--- src/rtl/cpu_seq_pkg.sv ---
// Shared definitions for the ExceptioNull CPU phase sequencer:
// FSM state encodings, opcode constants and the halt instruction word.
package cpu_seq_pkg;

  typedef enum logic [3:0] {
    ST_IDLE      = 4'd0,
    ST_FETCH     = 4'd1,
    ST_DECODE    = 4'd2,
    ST_REGRD     = 4'd3,
    ST_EXEC      = 4'd4,
    ST_MEM       = 4'd5,
    ST_WBSEL     = 4'd6,
    ST_WB        = 4'd7,
    ST_PCUPD     = 4'd8,
    ST_HALT      = 4'd9,
    ST_STEP_WAIT = 4'd10
  } state_e;

  localparam logic [3:0] OP_LW  = 4'b1010;
  localparam logic [3:0] OP_SW  = 4'b1011;
  localparam logic [3:0] OP_BEQ = 4'b1100;
  localparam logic [3:0] OP_BNE = 4'b1101;

  localparam logic [7:0] HALT_INSTR = 8'h00;

  // Only loads and stores visit the data-memory phase.
  function automatic logic is_mem_op(input logic [3:0] op);
    return (op == OP_LW) || (op == OP_SW);
  endfunction

endpackage

--- src/rtl/cpu_seq_timer.sv ---
// Loadable down-counter used to bound the time spent waiting for mem_ready.
// expired is high while the count sits at zero; the count stops there.
module cpu_seq_timer #(
  parameter int W = 8
) (
  input  logic         clk,
  input  logic         rst_n,
  input  logic         load,
  input  logic [W-1:0] load_val,
  input  logic         en,
  output logic         expired
);

  logic [W-1:0] cnt_d;
  logic [W-1:0] cnt_q;

  // Next count: load wins over decrement, saturate at zero.
  always_comb begin
    cnt_d = cnt_q;
    if (load) begin
      cnt_d = load_val;
    end else if (en && (cnt_q != '0)) begin
      cnt_d = cnt_q - W'(1);
    end
  end

  // Count register.
  always_ff @(posedge clk or negedge rst_n) begin
    if (!rst_n) begin
      cnt_q <= '0;
    end else begin
      cnt_q <= cnt_d;
    end
  end

  assign expired = (cnt_q == '0);

endmodule

--- src/rtl/cpu_sequencer.sv ---
// Multi-cycle phase controller for the ExceptioNull CPU. Steps the datapath
// through fetch .. pc-update with one-cycle Moore strobes per phase, handles
// memory wait/timeout, halt instruction and a wrapping retired counter.
// Optional single-step mode: define CPU_SEQ_STEP_EN to add the step input
// and the STEP_WAIT state between instructions.
module cpu_sequencer
  import cpu_seq_pkg::*;
#(
  parameter int INSTR_W     = 8,
  parameter int MEM_TIMEOUT = 15,
  parameter int CNT_W       = 16
) (
  input  logic               clk,
  input  logic               rst_n,
  input  logic               run,
  input  logic [INSTR_W-1:0] instr,
  input  logic               instr_valid,
  input  logic               mem_ready,
`ifdef CPU_SEQ_STEP_EN
  input  logic               step,
`endif
  output logic [INSTR_W-1:0] instr_q,
  output logic               fetch_stb,
  output logic               decode_stb,
  output logic               regrd_stb,
  output logic               exec_stb,
  output logic               mem_stb,
  output logic               wbsel_stb,
  output logic               wb_stb,
  output logic               pc_stb,
  output logic [3:0]         state,
  output logic               busy,
  output logic               halted,
  output logic               mem_err,
  output logic [CNT_W-1:0]   retired_cnt
);

  localparam int TMR_W = 8;

  state_e             state_d, state_q;
  logic [INSTR_W-1:0] instr_d;
  logic               mem_err_d, mem_err_q;
  logic [CNT_W-1:0]   retired_cnt_d, retired_cnt_q;
  logic [7:0]         stb_d, stb_q;
  logic               busy_q, halted_q;
  logic               tmr_load, tmr_expired;

  // Timer is reloaded on every entry to MEM and counts while FSM sits there.
  assign tmr_load = (state_d == ST_MEM) && (state_q != ST_MEM);

  cpu_seq_timer #(.W(TMR_W)) u_timer (
    .clk      (clk),
    .rst_n    (rst_n),
    .load     (tmr_load),
    .load_val (TMR_W'(MEM_TIMEOUT - 1)),
    .en       (state_q == ST_MEM),
    .expired  (tmr_expired)
  );

  // Next-state, latch and strobe decode; strobes fire on state entry only.
  always_comb begin
    state_d       = state_q;
    instr_d       = instr_q;
    mem_err_d     = mem_err_q;
    retired_cnt_d = retired_cnt_q;
    case (state_q)
      ST_IDLE:   if (run) state_d = ST_FETCH;
      ST_FETCH: begin
        if (instr_valid) begin
          instr_d = instr;
          state_d = (instr == INSTR_W'(HALT_INSTR)) ? ST_HALT : ST_DECODE;
        end
      end
      ST_DECODE: state_d = ST_REGRD;
      ST_REGRD:  state_d = ST_EXEC;
      ST_EXEC:   state_d = is_mem_op(instr_q[INSTR_W-1 -: 4]) ? ST_MEM : ST_WBSEL;
      ST_MEM: begin
        // mem_ready takes priority over a coincident timeout
        if (mem_ready) begin
          state_d = ST_WBSEL;
        end else if (tmr_expired) begin
          mem_err_d = 1'b1;
          state_d   = ST_HALT;
        end
      end
      ST_WBSEL:  state_d = ST_WB;
      ST_WB:     state_d = ST_PCUPD;
      ST_PCUPD: begin
        retired_cnt_d = retired_cnt_q + CNT_W'(1);
`ifdef CPU_SEQ_STEP_EN
        state_d = run ? ST_STEP_WAIT : ST_IDLE;
`else
        state_d = run ? ST_FETCH : ST_IDLE;
`endif
      end
`ifdef CPU_SEQ_STEP_EN
      ST_STEP_WAIT: begin
        if (!run)      state_d = ST_IDLE;
        else if (step) state_d = ST_FETCH;
      end
`endif
      ST_HALT:   if (!run) state_d = ST_IDLE;
      default:   state_d = ST_IDLE;
    endcase

    stb_d = '0;
    if (state_d != state_q) begin
      case (state_d)
        ST_FETCH:  stb_d[7] = 1'b1;
        ST_DECODE: stb_d[6] = 1'b1;
        ST_REGRD:  stb_d[5] = 1'b1;
        ST_EXEC:   stb_d[4] = 1'b1;
        ST_MEM:    stb_d[3] = 1'b1;
        ST_WBSEL:  stb_d[2] = 1'b1;
        ST_WB:     stb_d[1] = 1'b1;
        ST_PCUPD:  stb_d[0] = 1'b1;
        default:   stb_d    = '0;
      endcase
    end
  end

  // FSM state plus all registered outputs.
  always_ff @(posedge clk or negedge rst_n) begin
    if (!rst_n) begin
      state_q       <= ST_IDLE;
      instr_q       <= '0;
      mem_err_q     <= 1'b0;
      retired_cnt_q <= '0;
      stb_q         <= '0;
      busy_q        <= 1'b0;
      halted_q      <= 1'b0;
    end else begin
      state_q       <= state_d;
      instr_q       <= instr_d;
      mem_err_q     <= mem_err_d;
      retired_cnt_q <= retired_cnt_d;
      stb_q         <= stb_d;
      busy_q        <= (state_d != ST_IDLE) && (state_d != ST_HALT);
      halted_q      <= (state_d == ST_HALT);
    end
  end

  assign state       = state_q;
  assign busy        = busy_q;
  assign halted      = halted_q;
  assign mem_err     = mem_err_q;
  assign retired_cnt = retired_cnt_q;
  assign {fetch_stb, decode_stb, regrd_stb, exec_stb,
          mem_stb, wbsel_stb, wb_stb, pc_stb} = stb_q;

endmodule
--- config.mk ---
export PLATFORM = sky130hd
export DESIGN_NAME = cpu_sequencer
export DESIGN_NICKNAME = d
export VERILOG_FILES = /design/src/rtl/cpu_seq_pkg.sv /design/src/rtl/cpu_seq_timer.sv /design/src/rtl/cpu_sequencer.sv
export SDC_FILE = /design/constraint.sdc
export NUM_CORES = 1
export LEC_CHECK = 0
export CAP_MARGIN = 25
export CORE_MARGIN = 3
export CORE_UTILIZATION = 53
export DETAILED_ROUTE_END_ITERATION = 8
export PLACE_DENSITY = 0.85
export SETUP_SLACK_MARGIN = 0.3
export SLEW_MARGIN = 20
export SYNTH_ARGS = -nofsm -noshare
export SYNTH_HDL_FRONTEND = slang
export SYNTH_SLANG_ARGS = --single-unit
--- constraint.sdc ---
create_clock -name clk -period 3.7 [get_ports clk]
set_input_delay 0.74 -clock clk [delete_from_list [all_inputs] [get_ports clk]]
set_output_delay 0.74 -clock clk [all_outputs]
set_load 0.03 [all_outputs]
==> metrics.md <==
| Metric | Value |
|---|---|
| Outcome | `complete, no violations` |
| Hold buffer count at cts | `0` |
| Critical path buffers and inverters | `1` |
| Tmin final | `about 2400 ps` |
| Worst skew pair latency | `about 290 ps` |
| Total power draw | `~2.1 mW` |
| Grt ovf | `0` |
| Final Hold Viols | `0` |
| Synth Net Count | `202` |
| R2R depth | `4` |
| H-tree Lvls | `2` |
| Die footprint | `4920 µm²` |
| CP Launch Point | `state[2]$_DFF_PN0_` |
| Clk sinks | `47` |
| Fin area | `~2800 µm²` |
| Share of Yosys cell area claimed by the top area cell type | `53.93%` |
| Share of cells above drive strength 1 | `~11%` |
| Most common cell in the netlist | `dfrtp_1` |
| Antenna violations before repair | `0` |
| Critical path class | `reg -> out` |
| Post-CTS setup buffer count | `0` |
| CTS tree | `done` |
| GRT Overall Usage | `around a fifth` |
| Buffers on Ports | `just over 50` |
| Cell taking the most area after synthesis | `dfrtp_1` |
| WP data required | `between 2000 and 3000 ps` |
| Wire length of the first global-routing pass | `around 7500 µm` |
| Row Count | `22` |
| Vias | `around 1600` |
| Die height | `about 70 µm` |
| Post-synth ARST share | `100.0%` |
| Placed Area | `about 2700 µm²` |
| Pwr Density | `740.8 nW/µm²` |
| Leakage power | `around 1.2 nW` |
| Clock-pin slew on the worst setup and hold paths | `about 80 ps` |
| Number of flops mapped to enable cells by yosys | `0` |
| Vias per std cell | `around 5.5` |
| Setup total negative slack | `0 ps` |
| Initial Util | `between 50% and 60%` |
| Routed len/inst | `between 15 and 20 µm` |
| Vias in the first global route | `1622` |
| Diode count | `0` |
| Placeable Area | `between 3000 and 4000 µm²` |
| Post-synthesis register bit count | `between 40 and 50` |
| RSZ-0062 raised after global routing | `no` |
| Top FF cell, synth | `dfrtp_1` |
| Post-synthesis cell area | `between 2000 and 2500 µm²` |
| CP Launch Type | `flop` |
| # nets final | `roughly 250` |
| Pin count of the biggest net entering global routing | `48` |
| Data arrival, critical path | `1680 ps` |
| Commonest cells post-synth | `47 x dfrtp_1, 14 x nand2_1, 12 x xnor2_1` |
| Actual slew at the worst max-slew pin | `roughly 760 ps` |
| CTS resizes | `0` |
| Crit-path slowest cell | `clkdlybuf4s50_1` |
| Detailed Routing Iterations Pass 1 | `4` |
| Worst Setup End Kind | `output port` |
| Post-route ant nets | `0` |
| VDD IR-drop max | `around 0.00053 V` |
| Crit path max-delay family | `buffers and inverters` |
| CTS root buf | `clkbuf_8` |
| Critical path cell sequence | `clkdlybuf4s50_1` |
| Period utilisation layout | `between 60% and 70%` |
| Synth warnings | `0` |
| WL final | `4338 µm` |
| Area delta synth->final | `28.51%` |
| Post-synthesis sequential area ratio | `between 50% and 60%` |
| CP peak stage delay | `roughly 770 ps` |
| # setup viols final | `0` |
| Residual DRC | `0` |
| Fillers | `just under 300` |
| Top-Level Pins | `52` |
| Skew final | `around 8.3 ps` |
| Initial drt markers | `69` |
| Die width | `roughly 70 µm` |
| Avg Cell Area, Syn | `around 12 µm²` |
| HPWL after detailed placement | `between 3000 and 4000 µm` |
| Unique cell type count in the Yosys netlist | `54` |
| Gate Count Post-Synth | `~190` |
| Gpl congestion | `approximately 0.85` |
| CTS buffer count | `5` |
| CP max FO | `15` |
| WHS | `432.3 ps` |
| Dpl cells | `between 200 and 300` |
| Reg2reg start | `state[0]$_DFF_PN0_` |
| Tightest Hold Check Type | `in -> async` |
| Post-route insts no fill | `~290` |
| Max clock buf depth | `2` |
| Synth top area cells | `dfrtp_1 54%, xnor2_1 4.8%, mux2_2 4.1%, nand2_1 2.4%, xor2_1 2.4%` |
| Max Cap Viol | `0` |
| Slew Viols, Final | `0` |
| R2r endpoint | `retired_cnt[15]$_DFFE_PN0N_` |
| R2R setup slack | `1490 ps` |
| Relative slew slack | `roughly 49%` |
| Fmax | `about 0.41 GHz` |
-- worst max path at each step --
stage                                        to  slack (ps)  cells past startpoint
detailed placement               busy$_DFF_PN0_        1260                      5
global route                           state[2]        1220                      1
CTS                                    state[2]        1270                      1
floorplan           retired_cnt[15]$_DFFE_PN0N_        1700                      5
finish                                 state[2]        1280                      1
global placement                 busy$_DFF_PN0_        1380                      5
-- cells in the final DEF (no fill, tap or decap), types with 5 or more instances in the layout --
cell | synthesis | final
clkbuf_8 | 0 | 5
nand2_1 | 14 | 14
dfrtp_1 | 47 | 47
xnor2_1 | 12 | 12
nand3_1 | 5 | 5
clkdlybuf4s50_1 | 0 | 50
nor2_1 | 7 | 7
inv_1 | 9 | 9
mux2_2 | 8 | 8
xor2_1 | 6 | 6
nor3_1 | 5 | 5
a21oi_1 | 5 | 5
-- layer usage --
layer  vias up  GRT usage, %  wire (µm)
met1       769         23.24       1933
met2        47         32.53       2125
met5         -             0          0
met3         3         5.468        255
met4         0         4.468         25
li1        766             -          -
-- layout make-up --
| type | instances | area (µm²) | share of cell area (%) |
|---|---|---|---|
| sequential | 47 | 1176 | 41.96 |
| multi-input combinational | 123 | 935.9 | 33.39 |
| timing repair buffer | 51 | 508.0 | 18.12 |
| clock buffer | 5 | 68.82 | 2.455 |
| tap | 48 | 60.06 | 2.143 |
| inverter | 9 | 33.78 | 1.205 |
| clock inverter | 3 | 20.02 | 0.7143 |
-- sequential cells by signal, indices dropped and copies added (netlist names) --
register and cells:
state 4, busy 1, halted 1, stb_q 8, retired_cnt 16, instr_q 8, mem_err 1, u_timer.cnt_q 8
-- where the power goes --
| group | total [mW] | switching (mW) | internal, mW | leakage (nW) |
|---|---|---|---|---|
| Sequential | 0.851 | 0.182 | 0.669 | 0.611 |
| Combinational | 0.926 | 0.517 | 0.409 | 0.550 |
| Clock | 0.300 | 0.168 | 0.131 | 0.0402 |
| Total | 2.08 | 0.868 | 1.21 | 1.20 |
-- cells by family (layout without fill, tap and decap cells) --
kind of cell / after synthesis / count (layout) / synth area share, %
fa+ha+maj: 3 / 3 / 1.721
mux: 8 / 8 / 4.131
simple gates: 68 / 68 / 20.60
buf+inv: 16 / 68 / 3.155
flops: 47 / 47 / 53.93
compound gates: 26 / 26 / 9.238
xor+xnor: 18 / 18 / 7.229
-- through the flow --
stage	setup WS (ps)	util (%)
after floorplan	1699	-
after global placement	1380	71.38
after detailed placement	1258	71.38
after CTS	1272	73.72
after global routing	1215	73.78
final	1278	73.78
No activity file was read; power rests on OpenSTA's default activity.
